**src/rtl/serial_tx_word.sv**
```systemverilog
// Parallel-in, serial-out framed transmitter: start, WIDTH data bits LSB first, optional parity, stop.
// Frame occupies (2+WIDTH+PARITY_EN)*DIV cycles after the load edge; load is ignored while busy.
module serial_tx_word #(
  parameter int WIDTH      = 4,
  parameter int DIV        = 1,
  parameter int PARITY_EN  = 1,
  parameter int PARITY_ODD = 0
) (
  input  logic             clk,
  input  logic             rst,
  input  logic             load,
  input  logic [WIDTH-1:0] I,
  output logic             so,
  output logic             busy,
  output logic             done
);

  localparam int BW = $clog2(WIDTH + 1);
  localparam int DW = (DIV > 1) ? $clog2(DIV) : 1;
  localparam logic [DW-1:0] DIV_LAST = DW'(DIV - 1);
  localparam logic [BW-1:0] BIT_LAST = BW'(WIDTH - 1);

  typedef enum logic [2:0] {
    S_IDLE,
    S_START,
    S_DATA,
    S_PARITY,
    S_STOP
  } state_t;

  state_t           r_state;
  logic [WIDTH-1:0] r_shreg;
  logic             r_par;
  logic [BW-1:0]    r_bit;
  logic [DW-1:0]    r_div;
  logic             r_so;
  logic             r_busy;
  logic             r_done;

  always_ff @(posedge clk or negedge rst) begin
    if (!rst) begin
      r_state <= S_IDLE;
      r_shreg <= '0;
      r_par   <= 1'b0;
      r_bit   <= '0;
      r_div   <= '0;
      r_so    <= 1'b1;
      r_busy  <= 1'b0;
      r_done  <= 1'b0;
    end else begin
      r_done <= 1'b0;
      case (r_state)
        S_IDLE: begin
          r_so   <= 1'b1;
          r_busy <= 1'b0;
          if (load) begin
            r_shreg <= I;
            r_par   <= (^I) ^ 1'(PARITY_ODD);
            r_state <= S_START;
            r_so    <= 1'b0;
            r_busy  <= 1'b1;
            r_div   <= '0;
            r_bit   <= '0;
          end
        end
        default: begin
          if (r_div != DIV_LAST) begin
            r_div <= r_div + DW'(1);
          end else begin
            r_div <= '0;
            case (r_state)
              S_START: begin
                r_state <= S_DATA;
                r_so    <= r_shreg[0];
                r_bit   <= '0;
              end
              S_DATA: begin
                if (r_bit == BIT_LAST) begin
                  if (PARITY_EN != 0) begin
                    r_state <= S_PARITY;
                    r_so    <= r_par;
                  end else begin
                    r_state <= S_STOP;
                    r_so    <= 1'b1;
                  end
                end else begin
                  // next LSB is bit 1 of the pre-shift value
                  r_shreg <= r_shreg >> 1;
                  r_so    <= r_shreg[1];
                  r_bit   <= r_bit + BW'(1);
                end
              end
              S_PARITY: begin
                r_state <= S_STOP;
                r_so    <= 1'b1;
              end
              default: begin
                r_state <= S_IDLE;
                r_so    <= 1'b1;
                r_busy  <= 1'b0;
                r_done  <= 1'b1;
              end
            endcase
          end
        end
      endcase
    end
  end

  assign so   = r_so;
  assign busy = r_busy;
  assign done = r_done;

endmodule

```
**config.mk**
```make
export PLATFORM = sky130hd
export DESIGN_NAME = serial_tx_word
export DESIGN_NICKNAME = d
export VERILOG_FILES = /design/src/rtl/serial_tx_word.sv
export SDC_FILE = /design/constraint.sdc
export NUM_CORES = 1
export LEC_CHECK = 0
export BUFFER_PORTS_ARGS = -buffer_cell sky130_fd_sc_hd__buf_2
export CAP_MARGIN = 20
export CORE_UTILIZATION = 48
export CTS_CLUSTER_SIZE = 28
export DETAILED_ROUTE_END_ITERATION = 16
export PLACE_DENSITY = 0.71
export SYNTH_ARGS = -nofsm -noshare
export SYNTH_HDL_FRONTEND = slang
export SYNTH_SLANG_ARGS = --single-unit
```
**constraint.sdc**
```tcl
create_clock -name clk -period 1.7 [get_ports clk]
set_clock_uncertainty 0.1 [all_clocks]
set_input_delay 0 -clock clk [delete_from_list [all_inputs] [get_ports clk]]
set_output_delay 0 -clock clk [all_outputs]
set_load 0.05 [all_outputs]
```
; ---- Word-level counts from Yosys, hierarchy flattened
; Cells that the tools add are included.
; W data, S select, Z words.
[word_totals]
regBits = 15
in_bits = 7
out_inout_bits = 3
elab_cells = 60
[op_classes]
addsub = 2
eq_ne = 10
n_mux = 30
n_reduce_logical = 10
[op_table]
columns = op, count
row1 = $mux W3, 8
row2 = $mux W4, 5
row3 = $mux W1, 14
row4 = $eq A3 B2 Y1 const B, 3
row5 = $pmux W3 S3, 1
row6 = $reduce_and A4 Y1, 2
row7 = $ne A2 B1 Y1 const B, 3
row8 = $ne A3 B2 Y1 const B, 2
row9 = $pmux W3 S2, 1
row10 = $reduce_and A2 Y1, 2
row11 = $reduce_xor A4 Y1, 1
row12 = $add A3 B1 Y3 const B, 1
row13 = $eq A3 B1 Y1 const B, 1
row14 = $logic_not A3 Y1, 1
row15 = $reduce_and A3 Y1, 1
row16 = $reduce_bool A3 Y1, 1
row17 = $reduce_or A3 Y1, 1
row18 = $ne A2 B2 Y1 const B, 1
row19 = $pmux W1 S2, 1
row20 = $reduce_bool A2 Y1, 1
row21 = $add A1 B1 Y1 const B, 1

; ---- Longest topological paths before layout
[logic_depth]
word_depth = 5
ltp_mapped = 5
depth_no_buf = 5

; ---- Worst setup path after synthesis
; No wires, ideal clock.
[synth_timing]
kind = register to register
startpoint = reg r_bit[0]
endpoint = reg r_shreg[0]
setup_time_ps = 125
arrival_ps = 1676
t_required_ps = 1475
setup_slack_ps = -200
path_stages_with_launch = 6
path_buffers = 0
synth_period_minus_slack_ps = 1900
cell_sequence = dfrtp_1 > ha_1 > ha_1 > or2b_1 > a211oi_2 > mux2_2
[synth_via]
elab_chain_len = 3
[synth_lines]
columns = element, line
row1 = start: declaration, 34  ; logic [BW-1:0] r_bit;
row2 = start signal: assignment, 90  ; r_bit <= r_bit + BW'(1);
row3 = $eq A3 B2 Y1, 78  ; if (r_bit == BIT_LAST) begin
row4 = $ne A2 B1 Y1 (no source line), --
row5 = $reduce_and A4 Y1 (no source line), --
row6 = end signal: assignment, 88  ; r_shreg <= r_shreg >> 1;
row7 = end: declaration, 32  ; logic [WIDTH-1:0] r_shreg;
; No other way between the ends.
; A chain may end at the register's enable or synchronous reset.

; ---- Worst setup path in the final report
[layout_timing]
startpoint = reg r_bit[1]
endpoint = reg r_bit[1]
[layout_via]
elab_chain_len = 5
word_cells_on_any_way = 8
classes_between = 1 x add/sub / 2 x eq/ne / 4 x mux / 1 x reduce/logical
[layout_lines]
columns = element, line
row1 = $add A3 B1 Y3, 90
row2 = $mux W3, 78
row3 = $pmux W3 S2, 71  ; case (r_state)
row4 = $mux W3, 67  ; if (r_div != DIV_LAST) begin
row5 = $mux W3, 52  ; case (r_state)
; Several ways; a longest one is shown, not always the timed one. The select of a mux whose other input is x is not followed.

==> impl_metrics.toml <==
[die]
coreArea_um2 = 1350
die_x_um = 40.8
die-area_um2 = 1670
ios = 10
start_util = 0.536
rows = 13
die_h_um = 40.8

[synth]
synth_edf_count = 0
synth.top_cell.area_share = 0.450
synthArstFlopShare = 1.00
synth_area_um2 = 723
ys_warn_count = 0
synth.distinct_cells = 26
synth_nets = 73
ys_ff_latch = 14
synth.avg_cell_area_um2 = 11.3
synth_cells = 64
ys_seq_area_frac = 0.486
ys.flop_type = "dfrtp_1"
synth_area_leaders = "dfrtp_1 (45%), mux2_2 (14%), dfstp_2 (3.6%)"
synth_top_area_cell = "dfrtp_1"

[routing]
via_per_inst = 5.11
wl_met2_um = 771
routed.top_layer = "met4"
vias = 521
drt-pass1-iter-count = 4
drc_errors = 0
ant_nets = 0
drtIter0Drc = 6
met1_length_um = 759
wl_met3_um = 29
wire_per_inst_um = 15.4
wl_um = 1570

[global_routing]
grt_max_degree = 15
grt_overflow_total = 0
gr-usage-all-layers = 0.230
antenna_found_initial = 0
grt_pass1_wl_um = 2350
grt_pass1_vias = 519

[sta]
period_share = 1.09
timing.fmax_mhz = 540
final_max_slew_viol_count = 0
timing.final.ws_setup_ns = -0.151
period_needed_ns = 1.85
rsz0062_at_grt = "true"
maxSlewHeadroom = 0.794
setup_viol = 6
worst_pin_slew_ns = 0.309
holdWs_ns = 0.0285
hold_viol = 0

[worst_setup_path]
rrSetupSlack_ns = -0.15
crit_path_start_kind = "register"
reg2reg_depth = 5
cp-end-kind = "register"
r2r_end = "r_bit[1]$_DFFE_PN0P_"
worstPathArrival_ns = 1.92
path_max_fanout = 3
cp.required_ns = 1.77
crit_type = "reg2reg"
cp-startpoint = "r_bit[1]$_DFFE_PN0P_"
r2r_start = "r_bit[1]$_DFFE_PN0P_"

[finish]
final_common_cell = "dfrtp_1"
syn_to_final_growth_pct = 33.4
final_cell_mix = "dfrtp_1 (13), buf_2 (9), buf_4 (9)"
final_util = 0.715
num_antenna_cells = 0
final-seq-area_um2 = 352
fill_cells = 99
stdcell_area_um2 = 965
multi_input_area_um2 = 388
nets = 97
drive_gt1_frac = 0.437

[worst_hold_path]
whs_endpoint = "r_shreg[0]$_DFFE_PN0P_"
hp-start = "I[0]"
min_path_cells = 3
min_path_type = "in2reg"

[placement]
hpwlAfterDp_um = 955
dpl_cell_area_um2 = 842
io_buffer_count = 9
gp_congestion = 0.767

[status]
failed_checks = "negative setup slack"
outcome = "finished, violations left"

[power]
irDropWorstVdd_mv = 1.14
p_leak_nw = 0.447
powerDensity_nw_per_um2 = 1850

[clock_network]
cts_max_level = 1
clk_transition_reported_paths_ns = 0.09
clockRootBuffer = "clkbuf_4"
clk_path_buf_depth = 2
cts_tree = "done"
clk_latency_ns = 0.28
cts-buffers-inserted = 3
cts_num_sinks = 14

[job]
drv_cap = 0
kinds of logic (layout without fill, tap and decap cells):
kind of cell,after synthesis,after routing,share of synthesized area
AOI/OAI and AO/OA,13,13,0.125
xor gates and xnor gates,3,3,0.0363
adders and majority gates,2,2,0.0346
buffers and inverters,6,29,0.0433
DFF,14,14,0.486
muxes,9,9,0.140
and+or+nand+nor,17,17,0.135
worst max-delay path, cell delays in order (launching register included):
cell	delay [ns]
dfrtp_1	0.40
ha_2	0.20
ha_4	0.16
or3b_4	0.37
a21oi_4	0.20
mux2_4	0.32
cell usage after synthesis (2+ instances only):
cell type  instances
a211oi_1           3
a21oi_1            3
clkbuf_1           2
dfrtp_1           13
ha_1               2
inv_1              2
mux2_2             9
nand2_1            3
nand2b_1           2
nor2_1             3
nor3_1             2
o21ai_0            2
o21bai_1           2
or2b_1             2
xnor2_1            3
state kept, by name, summed over array words and instances, names as in the netlist:
name / flops
r_bit: 3
busy: 1
r_state: 3
done: 1
r_par: 1
so: 1
r_shreg: 4
worst max path at each step:
stage,to,slack (ns),depth (start not counted)
after floorplan,r_shreg[0]$_DFFE_PN0P_,-0.13,5
after global placement,r_bit[1]$_DFFE_PN0P_,-0.15,5
after detailed placement,r_bit[0]$_DFFE_PN0P_,-0.17,5
after CTS,r_bit[0]$_DFFE_PN0P_,-0.17,5
after global routing,r_shreg[0]$_DFFE_PN0P_,-0.19,6
final,r_bit[1]$_DFFE_PN0P_,-0.15,5
report_power, final:
| part | total, mW | switching (mW) | leakage (nW) | internal [mW] |
|---|---|---|---|---|
| combinational | 0.960 | 0.450 | 0.250 | 0.510 |
| clock | 0.243 | 0.113 | 0.0210 | 0.130 |
| sequential | 0.580 | 0.103 | 0.177 | 0.477 |
timing repair:
| action | in CTS | in global routing |
|---|---|---|
| buffers inserted | 1 | 0 |
| gates resized for setup | 7 | 0 |
| hold buffers | 5 | 0 |
| endpoints found under the setup margin | 6 | 7 |
| pin swaps | 2 | 1 |
| hold endpoints to repair | 20 | 0 |
area by class of cell:
type                    instances  share of cell area
repair buffers                 23               0.169
flip-flops and latches         14               0.364
well taps                      15              0.0195
inverters                       2             0.00778
clock buffers                   4              0.0376
multi-input cells              44               0.402
through the flow:
step | total power [mW] | std cells | setup slack [ns] | TNS, ns
6_report | 1.78 | 102 | -0.151 | -0.837
5_1_grt | 1.88 | 102 | -0.194 | -1.08
4_1_cts | 1.78 | 102 | -0.166 | -0.846
3_5_place_dp | 1.42 | 92 | -0.170 | -0.852
3_3_place_gp | 1.38 | 92 | -0.150 | -0.746
2_1_floorplan | 1.19 | 64 | -0.132 | -0.709
layer usage:
layer | track usage | vias up
li1 | - | 269
met1 | 0.265 | 240
met2 | 0.402 | 10
met3 | 0.0326 | 2
met4 | 0.125 | 0
met5 | 0 | -
No activity file was read; power rests on OpenSTA's default activity.
